==> config.mk <==
export PLATFORM = sky130hd
export DESIGN_NAME = ysyx_24110015_hazard_ctrl
export DESIGN_NICKNAME = d
export VERILOG_FILES = /design/src/rtl/ysyx_24110015_hazard_ctrl.sv
export SDC_FILE = /design/constraint.sdc
export NUM_CORES = 1
export LEC_CHECK = 0
export BUFFER_PORTS_ARGS = -buffer_cell sky130_fd_sc_hd__buf_2
export CORE_MARGIN = 2
export CORE_UTILIZATION = 35
export CTS_BUF_LIST = sky130_fd_sc_hd__clkbuf_8
export DETAILED_ROUTE_END_ITERATION = 16
export GPL_ROUTABILITY_DRIVEN = 0
export GPL_TIMING_DRIVEN = 0
export PLACE_DENSITY = 0.5
export SLEW_MARGIN = 10
export SYNTH_ARGS = -nofsm -noshare
export SYNTH_HDL_FRONTEND = slang
export SYNTH_HIERARCHICAL = 1
export SYNTH_SLANG_ARGS = --single-unit
==> constraint.sdc <==
create_clock -name clk -period 3 [get_ports clk]
set_clock_uncertainty 0.1 [all_clocks]
set_input_delay 0.15 -clock clk [delete_from_list [all_inputs] [get_ports clk]]
set_output_delay 0.15 -clock clk [all_outputs]
set_load 0.01 [all_outputs]
==> src/rtl/ysyx_24110015_hazard_ctrl.sv <==
// Issue/retire hazard controller: RAW scoreboard, in-flight limit, serial-op gating,
// and a redirect/flush sequencer driven by EXU mispredictions.

module ysyx_24110015_hazard_ctrl_pend (
  input  logic       clk,
  input  logic       rst_n,
  input  logic       inc,
  input  logic       dec,
  output logic [1:0] cnt
);
  // Saturating in both directions; simultaneous inc/dec cancel.
  always_ff @(posedge clk or negedge rst_n) begin
    if (!rst_n)                              cnt <= '0;
    else if (inc && !dec && cnt != 2'd3)     cnt <= cnt + 2'd1;
    else if (dec && !inc && cnt != 2'd0)     cnt <= cnt - 2'd1;
  end
endmodule

module ysyx_24110015_hazard_ctrl #(
  parameter int MAX_INFLIGHT = 3,
  parameter int FLUSH_CYCLES = 1
) (
  input  logic        clk,
  input  logic        rst_n,
  input  logic        id_valid,
  input  logic [4:0]  id_rs1,
  input  logic [4:0]  id_rs2,
  input  logic        id_rs1_used,
  input  logic        id_rs2_used,
  input  logic [4:0]  id_rd,
  input  logic        id_regwrite,
  input  logic        id_serial,
  input  logic        exu_ready,
  output logic        issue_allow,
  input  logic        wb_valid,
  input  logic [4:0]  wb_rd,
  input  logic        wb_regwrite,
  input  logic        ctrl_hazard,
  input  logic [31:0] pc_next,
  output logic        flush,
  output logic        redirect_valid,
  output logic [31:0] redirect_pc,
  output logic [1:0]  inflight_cnt,
  output logic        busy
);
  localparam logic [2:0] MAX_W   = 3'(MAX_INFLIGHT);
  localparam logic [1:0] FC_INIT = 2'(FLUSH_CYCLES - 1);

  typedef enum logic {IDLE, FLUSH} state_t;

  state_t           state, state_n;
  logic [1:0]       flush_cnt;
  logic             first;
  logic [31:0][1:0] pend;
  logic [1:0]       pend_rs1, pend_rs2;
  logic             raw, issue_fire, wb_fire;

  // x0 is never tracked, so its slot reads as constant zero.
  assign pend[0] = '0;

  for (genvar r = 1; r < 32; r++) begin : g_pend
    ysyx_24110015_hazard_ctrl_pend u_pend (
      .clk   (clk),
      .rst_n (rst_n),
      .inc   (issue_fire & id_regwrite & (id_rd == 5'(r))),
      .dec   (wb_fire & wb_regwrite & (wb_rd == 5'(r))),
      .cnt   (pend[r])
    );
  end

  assign pend_rs1 = pend[id_rs1];
  assign pend_rs2 = pend[id_rs2];
  assign raw = (id_rs1_used && id_rs1 != '0 && pend_rs1 != '0) ||
               (id_rs2_used && id_rs2 != '0 && pend_rs2 != '0);

  assign issue_allow = (state == IDLE) && !ctrl_hazard && !raw &&
                       ({1'b0, inflight_cnt} < MAX_W) &&
                       (!id_serial || inflight_cnt == '0);
  assign issue_fire  = id_valid & exu_ready & issue_allow;
  // A retirement with nothing in flight is spurious and dropped entirely.
  assign wb_fire     = wb_valid & (inflight_cnt != '0);
  assign busy        = inflight_cnt != '0;

  always_ff @(posedge clk or negedge rst_n) begin
    if (!rst_n) begin
      inflight_cnt <= '0;
    end else begin
      case ({issue_fire, wb_fire})
        2'b10:   inflight_cnt <= inflight_cnt + 2'd1;
        2'b01:   inflight_cnt <= inflight_cnt - 2'd1;
        default: inflight_cnt <= inflight_cnt;
      endcase
    end
  end

  always_ff @(posedge clk or negedge rst_n) begin
    if (!rst_n) begin
      state       <= IDLE;
      flush_cnt   <= '0;
      first       <= 1'b0;
      redirect_pc <= '0;
    end else begin
      state <= state_n;
      if (ctrl_hazard) begin
        flush_cnt   <= FC_INIT;
        first       <= 1'b1;
        redirect_pc <= pc_next;
      end else if (state == FLUSH) begin
        first <= 1'b0;
        if (flush_cnt != '0) flush_cnt <= flush_cnt - 2'd1;
      end
    end
  end

  always_comb begin
    state_n = state;
    case (state)
      IDLE:    if (ctrl_hazard) state_n = FLUSH;
      FLUSH:   if (ctrl_hazard) state_n = FLUSH;
               else if (flush_cnt == '0) state_n = IDLE;
      default: state_n = IDLE;
    endcase
  end

  always_comb begin
    flush          = (state == FLUSH);
    redirect_valid = (state == FLUSH) && first;
  end
endmodule
Word level (Yosys, flattened, before mapping)
Index checks and enable logic that the tools add are counted.
Storage, ports and cells
  register bits after elaboration: 100
  input port bits: 63
  output and inout bits: 38
  logic and storage cells: 617
Cells by class
  $add $sub $neg: 65
  $lt $le $gt $ge: 3
  equal/unequal tests: 95
  muxes and demuxes: 76
  bitwise gates (word level): 68
  reduce and logical (&&, ||, !) cells: 274
Operators by type and width (number)
  == test 5 bit, second input constant: 32
  nonzero test 2 bit: 69
  two-way mux 2 bit: 67
  logical AND 1 bit: 133
  == test 5 x 4 -> 1 bit, second input constant: 16
  AND 1 bit: 67
  subtractor 2 x 1 -> 2 bit, second input constant: 33
  zero test 1 bit: 65
  adder 2 x 1 -> 2 bit, second input constant: 32
  inequality test 2 bit, second input constant: 31
  == test 5 x 3 -> 1 bit, second input constant: 8
  binary-select mux 2 bit (select 5 bit): 2
  == test 5 x 2 -> 1 bit, second input constant: 4
  less-than comparator 5 x 6 -> 1 bit, second input constant: 2
  == test 5 x 1 -> 1 bit, second input constant: 2
  nonzero test 5 bit: 2
  two-way mux 1 bit: 5
  zero test 2 bit: 2
  case mux 2 bit (2 select lines): 1
  == test 2 x 1 -> 1 bit, second input constant: 1
  == test 2 bit, second input constant: 1
  logical OR 1 bit: 2
  less-than comparator 2 bit, second input constant: 1
  case mux 1 bit (2 select lines): 1
  other kinds (2): 2

Depth between registers and ports, before layout
Gate-level depths: netlist of the first run.
  word-level depth: 17
  mapped depth: 12
  gate-level depth less buffers: 10

Cells and area by module
Netlist of the first run, hierarchy kept.
Modules (own cells, without submodules)
  ysyx_24110015_hazard_ctrl_pend: instances 31, cells each 12, area each 116.4 µm²
  ysyx_24110015_hazard_ctrl: instances 1, cells each 357, area each 2934.1 µm²

Worst setup path before layout of the first run
OpenSTA, ideal clock, no wires.
  path type: register to register
  start point: register g_pend[20].u_pend.cnt[0]
  end point: register inflight_cnt[1]
  setup time: 0.079 ns
  arrival: 2.456 ns
  required time: 2.821 ns
  setup slack: 0.365 ns
  cell stages (with the launch flop): 11
  path buffers: 1
  period minus slack after synthesis: 2.635 ns
  cell sequence: dfrtp_1 -> nor3_1 -> a211oi_1 -> a2111oi_2 -> a311oi_1 -> or2_1 -> buf_2 -> or4_4 -> ha_1 -> nor2_1 -> xor2_1
Between the ends
  longest elaborated chain between the ends: 12
RTL lines
  start: declaration: line 9  | output logic [1:0] cnt
  start signal: assignment: line 14  | else if (inc && !dec && cnt != 2'd3) cnt <= cnt + 2'd1;
  start signal: assignment: line 15  | else if (dec && !inc && cnt != 2'd0) cnt <= cnt - 2'd1;
  binary-select mux 2 bit (select 5 bit) (on tied branches): line 71, 72
  two-way mux 2 bit (on tied branches): line 71, 72
  nonzero test 2 bit (on tied branches): line 73, 74
  logical AND 1 bit (on tied branches): line 73, 74
  logical OR 1 bit (*): line 73  | assign raw = (id_rs1_used && id_rs1 != '0 && pend_rs1 != '0) ||
  zero test 1 bit (*): line 76  | assign issue_allow = (state == IDLE) && !ctrl_hazard && !raw &&
  logical AND 1 bit (*) (2 in a row): line 76
  logical AND 1 bit (*): line 77  | ({1'b0, inflight_cnt} < MAX_W) &&
  AND 1 bit (*): line 79  | assign issue_fire = id_valid & exu_ready & issue_allow;
  == test 2 x 1 -> 1 bit / == test 2 bit (equally long branches): line 88  | case ({issue_fire, wb_fire})
  case mux 2 bit (2 select lines) / nonzero test 2 bit (equally long branches)
  end signal: assignment: line 89  | 2'b10: inflight_cnt <= inflight_cnt + 2'd1;
  end signal: assignment: line 90  | 2'b01: inflight_cnt <= inflight_cnt - 2'd1;
  end signal: assignment: line 91  | default: inflight_cnt <= inflight_cnt;
  end: declaration: line 43  | output logic [1:0] inflight_cnt,
Mark *: on every way between the ends. The rest lies on a longest branch, timed or not. The select of a mux whose other input is x is not followed.
A chain may end at the register's enable or synchronous reset.

Worst setup path in the final report of the first run
  start point: register g_pend[18].u_pend.cnt[0]
  end point: output port issue_allow
Between the ends
  longest elaborated chain between the ends: 9
RTL lines
  start: declaration: line 9
  start signal: assignment: line 14
  start signal: assignment: line 15
  binary-select mux 2 bit (select 5 bit) (on tied branches): line 71, 72
  two-way mux 2 bit (on tied branches): line 71, 72
  nonzero test 2 bit (on tied branches): line 73, 74
  logical AND 1 bit (on tied branches): line 73, 74
  logical OR 1 bit (*): line 73
  zero test 1 bit (*): line 76
  logical AND 1 bit (*) (2 in a row): line 76
  logical AND 1 bit (*): line 77
  end: declaration: line 34  | output logic issue_allow,
Marked as above.

==> results.cfg, run 1 <==
[power]
internal-power_uw = 2094
power_frac_seq = 0.476
p_sw_uw = 1096
p_sw_frac = 0.3435
cellLeakagePower_uw = 0.003179
clockPowerShare = 0.302
combPwrFrac = 0.222
ir_drop_mv = 0.2083
power_density_nw_per_um2 = 386.7

[placed_design]
dp_cells = 1056
place.port_buffers = 97
hpwlAfterDp_microns = 14080

[synth]
yosysMostFrequentCell = nor2_1
synth_common_cells = nor2_1, dfrtp_1, nand2b_1
postSynthAreaPerCell_sq_um = 8.973
yosys_warnings = 6
synthFlopType = dfrtp_1
synth_edf_count = 0
yosysUniqueCellTypes = 54
synthesis.nets = 794
syn-instance-count = 729
synth_top_cell_by_area = dfrtp_1
ys_ff_latch = 100
synth.area.top_cells = dfrtp_1, nor2_1, nand2b_1
synth_top_area_share = 0.3826
synth-seq-area-share = 0.3826
synthesis.area_sq_um = 6541
synth_async_sr_flop_share = 1.000

[timing]
slew_headroom = 0.1925
slew_viol_final = 0
setup-tns-final_ns = 0
setup_viol = 0
rsz0062_at_grt = yes
hold_violations = 0
finalCritPeriodShare = 0.9858
min_period_ns = 2.957
fmax_mhz = 338.1
fin_hold_ws_ns = 0.04211
tightest_slew_ns = 1.194

[setup_path]
critPathLaunchType = register
required_ns = 2.75
crit_end = issue_allow
rr_worst_depth = 10
r2r_start = g_pend[9].u_pend/cnt[0]
crit_start = g_pend[18].u_pend/cnt[0]
worstPathMaxFanout = 10
worstSetupPathType = register to output pin
reg2reg_to = g_pend[22].u_pend/cnt[0]
critPathArrivalTime_ns = 2.71
cp-end-kind = output pin
r2r_slack_ns = 0.05

[clock_tree]
clkTransAtPathRegs_ns = 0.13
cts_buffers = 9
cts_tree = built
clk_path_buf_depth = 2
cts_sinks = 100
insertion_delay_ns = 0.41
cts-root-buf = clkbuf_8
ctsHtreeMaxLevel = 3

[status]
outcome = finished clean

[floorplanning]
fp-row-count = 49
dieArea_sq_um = 19800
die_y_microns = 140.7
num_io_pins = 101
die_x_microns = 140.7
core-area_sq_um = 18150
initial_core_util = 0.3605

[finish]
multi_input_area_sq_um = 4182
area_delta_synth_final_pct = 26.11
layoutNonFillerInstCount = 1109
diodes = 0
final.fill_count = 1759
seq_area_sq_um = 2510
fin_util = 0.4546
drive_gt1_frac = 0.3636
nets = 940

[global_route]
grt.total_usage = 0.1972
grt_pass1_wl_microns = 31060
antenna_found_initial = 0
grt_start_max_net_pins = 82
grt_overflow = 0
grt_pass1_vias = 6074

[drt]
met3_length_microns = 753
wl_per_cell_microns = 17.30
m1WireLength_microns = 8674
highest_layer = met4
wl_microns = 19190
drtAntennaViolNets = 0
route.met2.wl_microns = 9379
drt_pass1_iterations = 5
drc_errors = 0
dr_total_vias = 5976
drt_iter0_drc = 382
vias_per_cell = 5.389

[hold_path]
hold_path.class = input port to asynchronous set/reset pin

[job]
cap_violations = 0
[power groups by stage]
stage / sequential (uW) / combinational [uW] / clock, uW
2_1_floorplan: 1560 / 346 / 0
3_3_place_gp: 1540 / 606 / 0
3_5_place_dp: 1540 / 628 / 0
4_1_cts: 1520 / 678 / 998
5_1_grt: 1530 / 780 / 1050
6_report: 1520 / 707 / 964
[placed cells by master (no fill, tap or decap), types with 3 or more instances in the layout]
| cell type | netlist | routed |
|---|---|---|
| inv_1 | 6 | 6 |
| clkbuf_1 | 5 | 5 |
| nor4_4 | 0 | 10 |
| buf_6 | 3 | 4 |
| nor4_1 | 33 | 4 |
| dfrtp_1 | 100 | 94 |
| a21oi_1 | 41 | 41 |
| nor2b_1 | 4 | 4 |
| nor3_1 | 18 | 15 |
| nor3b_1 | 3 | 3 |
| or2_2 | 3 | 3 |
| nand2b_1 | 67 | 67 |
| buf_1 | 9 | 9 |
| a21oi_2 | 31 | 31 |
| buf_4 | 0 | 4 |
| clkinv_8 | 0 | 3 |
| and3b_1 | 31 | 31 |
| nor2b_2 | 31 | 31 |
| nor4_2 | 1 | 20 |
| dfrtp_2 | 0 | 6 |
| xnor2_1 | 3 | 3 |
| nand2_1 | 45 | 45 |
| mux4_2 | 6 | 6 |
| buf_2 | 12 | 105 |
| nor3_2 | 31 | 34 |
| o21ai_1 | 33 | 33 |
| nor2_1 | 130 | 119 |
| clkbuf_8 | 0 | 9 |
| nor2_2 | 0 | 11 |
| clkbuf_4 | 0 | 3 |
| dlygate4sd3_1 | 0 | 33 |
| a211oi_1 | 8 | 8 |
| nand3_1 | 4 | 4 |
| and2_1 | 3 | 3 |
| mux2_2 | 32 | 32 |
[registers in the layout, summed over array words and instances, names as in the netlist]
name and cells:
g_pend.u_pend/cnt 62, redirect_pc 32, flush_cnt 2, inflight_cnt 2, first 1, flush 1
[stage by stage]
step	worst slack [ns]	total power [uW]	instance area, sq um
3_5_place_dp	-0.3299	2173	7347
2_1_floorplan	0.3652	1910	6541
4_1_cts	-0.04656	3194	7999
3_3_place_gp	-0.2635	2145	7313
6_report	0.04262	3190	8249
5_1_grt	-0.1002	3363	8249
[kinds of logic after synthesis]
| group | count (synthesis) | share of synthesized area |
|---|---|---|
| xor gates and xnor gates | 4 | 0.005357 |
| adders and majority gates | 3 | 0.005355 |
| muxes | 39 | 0.07728 |
| and+or+nand+nor | 416 | 0.3722 |
| buffers and inverters | 35 | 0.02582 |
| AOI/OAI and AO/OA | 132 | 0.1314 |
| DFF | 100 | 0.3826 |
[layer usage]
metal / global-route usage / vias up
met2: 0.3312 / 142
met4: 0.06789 / 0
met3: 0.02853 / 35
li1: - / 2871
met1: 0.2616 / 2928
met5: 0 / -
[how the worst min path moves through the flow]
stage,endpoint,cells after the start,slack [ns],start
2_1_floorplan,first,0,-0.25,rst_n
3_3_place_gp,redirect_pc[21],2,0.28,pc_next[21]
3_5_place_dp,redirect_pc[4],1,-0.09,rst_n
4_1_cts,g_pend[11].u_pend/cnt[0],2,0.03,rst_n
5_1_grt,redirect_pc[4],2,0.05,rst_n
6_report,redirect_pc[4],2,0.04,rst_n
[critical path, stage by stage (launching register included)]
cell	delay (ns)
dfrtp_1	0.46
nor2_2	0.08
mux4_2	0.48
a2111oi_0	0.40
or2_1	0.15
buf_2	0.20
clkbuf_4	0.29
nor3_2	0.09
buf_2	0.15
[layout make-up]
cell class,instances,area share
multi-input cells,594,0.5069
flip-flops and latches,100,0.3043
repair buffers,135,0.1066
well taps,229,0.03473
plain buffers,29,0.01866
clock buffers,9,0.01502
clock inverters,7,0.01107
inverters,6,0.002730
[timing repair]
action,in CTS,in global routing
buffers inserted,0,4
hold buffers,33,0
hold endpoints to repair,132,0
pin swaps,0,3
setup endpoints to repair,31,60
resized for setup,18,44
No activity file was read; power rests on OpenSTA's default activity.
==> run 2: changes to the inputs <==
RECOVER_POWER = 100   (was not set)
==> run 2 against run 1 <==
Setup slack better by 0.0067 ns; first-iteration DRC count down 11%; fmax up 0.23%; critical path depth unchanged; highest routed layer unchanged.
==> results.cfg, run 2 (synthesized netlist as in run 1, its figures left out) <==
[floorplanning]
die_x_microns = 140.7
num_io_pins = 101
die_y_microns = 140.7
initial_core_util = 0.3605
fp-row-count = 49
core-area_sq_um = 18150
dieArea_sq_um = 19800

[setup_path]
cp_num_buf_inv = 3
rr_worst_depth = 10
crit_start = g_pend[18].u_pend/cnt[0]
critPathArrivalTime_ns = 2.70
reg2reg_to = g_pend[17].u_pend/cnt[0]
path_delay_family = buffers and inverters
cp-end-kind = output pin
required_ns = 2.75
cpPeakStageDelay_ns = 0.47
crit_chain = nor2_2, mux4_2, a2111oi_0, or2_1, buf_2, clkbuf_4, nor3_2, buf_2
crit_end = issue_allow
worstSetupPathType = register to output pin
critPathLaunchType = register
cp.depth = 8
r2r_slack_ns = 0.07
critPathSlowestCell = mux4_2
r2r_start = g_pend[23].u_pend/cnt[0]
critPathMostFrequentCell = buf_2
worstPathMaxFanout = 10

[status]
outcome = finished clean

[global_route]
grt_pass1_vias = 6074
grt_overflow = 0
antenna_found_initial = 0
grt_start_max_net_pins = 82
grt_pass1_wl_microns = 31060
grt.total_usage = 0.1972

[clock_tree]
cts_tree = built
clk_path_buf_depth = 2
cts_buffers = 9
ctsHtreeMaxLevel = 3
cts-root-buf = clkbuf_8
clkTransAtPathRegs_ns = 0.13
cts_sinks = 100
insertion_delay_ns = 0.41

[finish]
diodes = 0
drive_gt1_frac = 0.3205
final.fill_count = 1778
regMostFlops = g_pend.u_pend/cnt
layout_common_cells = nor2_1, dfrtp_1, buf_2
final_common_cell = nor2_1
top_regs = g_pend.u_pend/cnt (62), redirect_pc (32)
area_delta_synth_final_pct = 24.98
largest_reg_flops = 62
nets = 940
fin_util = 0.4505

[job]
cap_violations = 0

[power]
p_sw_uw = 1097
ir_drop_mv = 0.2098
clockPowerShare = 0.304
combPwrFrac = 0.216
power_frac_seq = 0.480
p_sw_frac = 0.3463
power_density_nw_per_um2 = 387.5
internal-power_uw = 2071
cellLeakagePower_uw = 0.003063

[drt]
drt_iter0_drc = 341
wl_per_cell_microns = 17.29
drc_errors = 0
drt_pass1_iterations = 5
dr_total_vias = 5994
wl_microns = 19180
vias_per_cell = 5.405
drtAntennaViolNets = 0

[timing]
finalCritPeriodShare = 0.9836
min_period_ns = 2.951
slew_headroom = 0.1984
hold_violations = 0
fmax_mhz = 338.9
tightest_slew_ns = 1.186
setup_viol = 0
rsz0062_at_grt = yes
slew_viol_final = 0
fin_hold_ws_ns = 0.1566

[hold_path]
hold_path.class = input port to register

[placed_design]
place.port_buffers = 97
hpwlAfterDp_microns = 14080
==> run 2: cell count changes in the layout (fill, tap and decap cells not counted) <==
cell / delta
buf_16: -1
buf_1: -3
buf_2: -37
buf_6: -1
clkbuf_1: +41
clkbuf_4: +1
==> run 2: area by class of cell <==
type / instances / area [sq um] / share of cell area
Buffer: 29 / 153.9 / 0.01882
Multi-Input combinational cell: 594 / 4182 / 0.5115
Inverter: 6 / 22.52 / 0.002755
Clock buffer: 9 / 123.9 / 0.01515
Clock inverter: 7 / 91.34 / 0.01117
Sequential cell: 100 / 2510 / 0.3070
Timing Repair Buffer: 135 / 805.8 / 0.09856
Tap cell: 229 / 286.5 / 0.03505
==> run 2: repair_timing <==
item / in CTS / in global routing
pin swaps: 0 / 3
setup endpoints to repair: 31 / 60
hold buffers: 33 / 0
buffers inserted: 0 / 4
gates cloned: 0 / 0
resized for setup: 18 / 44
hold endpoints to repair: 132 / 0
==> run 2: worst min-delay path by stage <==
stage	from	endpoint	slack (ns)	depth (start not counted)
6_report	ctrl_hazard	redirect_pc[15]	0.16	2
5_1_grt	ctrl_hazard	redirect_pc[13]	0.17	2
4_1_cts	rst_n	g_pend[11].u_pend/cnt[0]	0.03	2
3_5_place_dp	rst_n	redirect_pc[4]	-0.09	1
3_3_place_gp	pc_next[21]	redirect_pc[21]	0.28	2
2_1_floorplan	rst_n	first	-0.25	0
==> run 2: worst reg2reg max path: stages (launching register included) <==
cell and delay [ns]:
dfrtp_2 0.44, o21ai_1 0.17, o21ai_1 0.10, a2111oi_2 0.37, a311oi_1 0.07, or2_1 0.23, buf_2 0.18, nor4_1 0.74
and3b_1 0.27, nor3_2 0.12, a21oi_2 0.04
==> run 2: per-stage QoR <==
stage                     area, sq um  TNS, ns  cells  total power [uW]  setup WS [ns]
after floorplan                  6541        0    729              1910         0.3652
after global placement           7313   -1.758   1055              2145        -0.2635
after detailed placement         7347   -2.749   1056              2173        -0.3299
after CTS                        7999  -0.1918   1105              3194       -0.04656
after global routing             8175  -0.8839   1109              3341        -0.1002
final                            8175        0   1109              3168        0.04930
==> run 2: per-layer routing <==
| layer | up-vias | track usage | wire, microns |
|---|---|---|---|
| li1 | 2872 | - | - |
| met1 | 2941 | 0.2616 | 8657 |
| met2 | 146 | 0.3312 | 9383 |
| met3 | 35 | 0.02853 | 747 |
| met4 | 0 | 0.06789 | 391 |
| met5 | - | 0 | 0 |
==> run 2: power groups by stage <==
stage,clock [uW],combinational [uW],sequential [uW]
finish,964,683,1520
global placement,0,606,1540
detailed placement,0,628,1540
CTS,998,678,1520
floorplan,0,346,1560
global route,1050,755,1540
==> run 3: changes to the inputs <==
PLACE_DENSITY = 0.52   (was 0.5)
clock period = 2.39 ns   (was 3 ns; I/O delays follow)
==> run 3 against run 2 <==
The run now ends with setup timing left; via count grew 3.7%; critical endpoint is now inflight_cnt[1]; critical path depth rose by 3; sequential share of layout area down 2.4 points; highest routed layer unchanged; largest cell class unchanged; routed wire length increased by 4.4%; sequential cell count did not move; largest power group unchanged.
==> results.cfg, run 3 (synthesized netlist as in run 1, its figures left out) <==
[status]
outcome = finished, violations left
failed_checks = setup timing

[setup_path]
critPathArrivalTime_ns = 2.97
critPathLaunchType = register
worstSetupPathType = register to register
worstPathMaxFanout = 6
cp-end-kind = register
required_ns = 2.58

[finish]
nets = 979
largest_reg_flops = 62
area_delta_synth_final_pct = 36.36
diodes = 0
final_common_cell = nor2_1
drive_gt1_frac = 0.3787
regMostFlops = g_pend.u_pend/cnt
final.fill_count = 1702
layout_common_cells = nor2_1, dfrtp_1, nand2b_1
top_regs = g_pend.u_pend/cnt (62), redirect_pc (32)
finalInstanceArea_sq_um = 8920
fin_util = 0.4915

[power]
ir_drop_mv = 0.2460
cellLeakagePower_uw = 0.003306
power_density_nw_per_um2 = 462.7

[placed_design]
dpl_cell_area_sq_um = 7596
dpl_worst_slack_ns = -0.6774
place.port_buffers = 97
hpwlAfterDp_microns = 14250

[clock_tree]
clkTransAtPathRegs_ns = 0.13
ctsHtreeMaxLevel = 3
cts_buffers = 9
insertion_delay_ns = 0.41
clk_path_buf_depth = 2
cts_sinks = 100
cts-root-buf = clkbuf_8
cts_tree = built

[timing]
setup_viol = 65
tightest_slew_ns = 1.216
hold_violations = 0
finalCritPeriodShare = 1.164
rsz0062_at_grt = yes
slew_headroom = 0.1891
min_period_ns = 2.781
slew_viol_final = 0
setup_ws_ns = -0.3909
fmax_mhz = 359.6
setup-tns-final_ns = -16.66

[global_route]
grt_pass1_vias = 6457
grt.total_usage = 0.2057
antenna_found_initial = 0
grt_overflow = 0
grt_start_max_net_pins = 87
grt_pass1_wl_microns = 32230

[drt]
wl_microns = 20020
wl_per_cell_microns = 17.44
drt_pass1_iterations = 5
drt_iter0_drc = 288
drtAntennaViolNets = 0
drc_errors = 0
vias_per_cell = 5.413
dr_total_vias = 6214

[floorplanning]
num_io_pins = 101
die_x_microns = 140.7
fp-row-count = 49
initial_core_util = 0.3605
core-area_sq_um = 18150
dieArea_sq_um = 19800
die_y_microns = 140.7

[job]
cap_violations = 0

[hold_path]
hold_path.class = input port to register
-- run 3: routing by layer --
| metal | up-vias | wire [microns] | GRT usage |
|---|---|---|---|
| met5 | - | 0 | 0 |
| met2 | 159 | 9957 | 0.3528 |
| li1 | 2945 | - | - |
| met4 | 0 | 399 | 0.05842 |
| met3 | 30 | 903 | 0.03974 |
| met1 | 3080 | 8758 | 0.2654 |
-- run 3: cell type report --
class                      instances  area (sq um)  area share
clock buffer                       9         123.9     0.01389
sequential                       100          2525      0.2831
tap                              229         286.5     0.03212
inverter                           6         22.52    0.002525
timing repair buffer             174          1102      0.1236
buffer                            29         222.7     0.02497
multi-input combinational        594          4548      0.5099
clock inverter                     7         88.84    0.009959
-- run 3: power by group --
group          internal, uW  switching (uW)  total [uW]
Combinational           441             566        1010
Sequential             1810            97.2        1910
Clock                   514             700        1210
-- run 3: path summary, 6_finish.rpt --
kind / start / to / slack, ns / cells after the start
min in group asynchronous: rst_n / redirect_pc[5] / 0.57 / 3
setup reg to reg: g_pend[16].u_pend/cnt[1] / inflight_cnt[1] / -0.39 / 11
hold reg to reg: first / first / 0.40 / 1
setup / recovery: g_pend[16].u_pend/cnt[1] / inflight_cnt[1] / -0.39 / 11
hold / removal: wb_valid / inflight_cnt[0] / 0.14 / 4
max in group asynchronous: rst_n / g_pend[20].u_pend/cnt[1] / 0.78 / 3
-- run 3: through the flow --
step	total power, uW	instances	hold WS [ns]
6_report	4128	1148	0.1429
5_1_grt	4361	1148	0.1610
4_1_cts	4150	1132	0.1360
3_5_place_dp	2780	1056	-0.1341
3_3_place_gp	2743	1055	0.2516
2_1_floorplan	2446	729	-0.2761
-- run 3: critical path: stages (launching register included) --
cell	delay [ns]
dfrtp_2	0.47
nor3_1	0.23
a211oi_1	0.08
o211ai_1	0.20
a311oi_1	0.08
or2_1	0.26
buf_6	0.15
or4_4	0.55
ha_4	0.18
xnor2_1	0.12
nor2_1	0.07
xor2_1	0.15
-- run 3: what timing repair did --
item,4_1_cts,5_1_grt
gates resized for setup,82,38
hold buffers,34,0
hold endpoints to repair,132,0
setup buffers,26,16
pin swaps,19,22
setup endpoints to repair,65,65
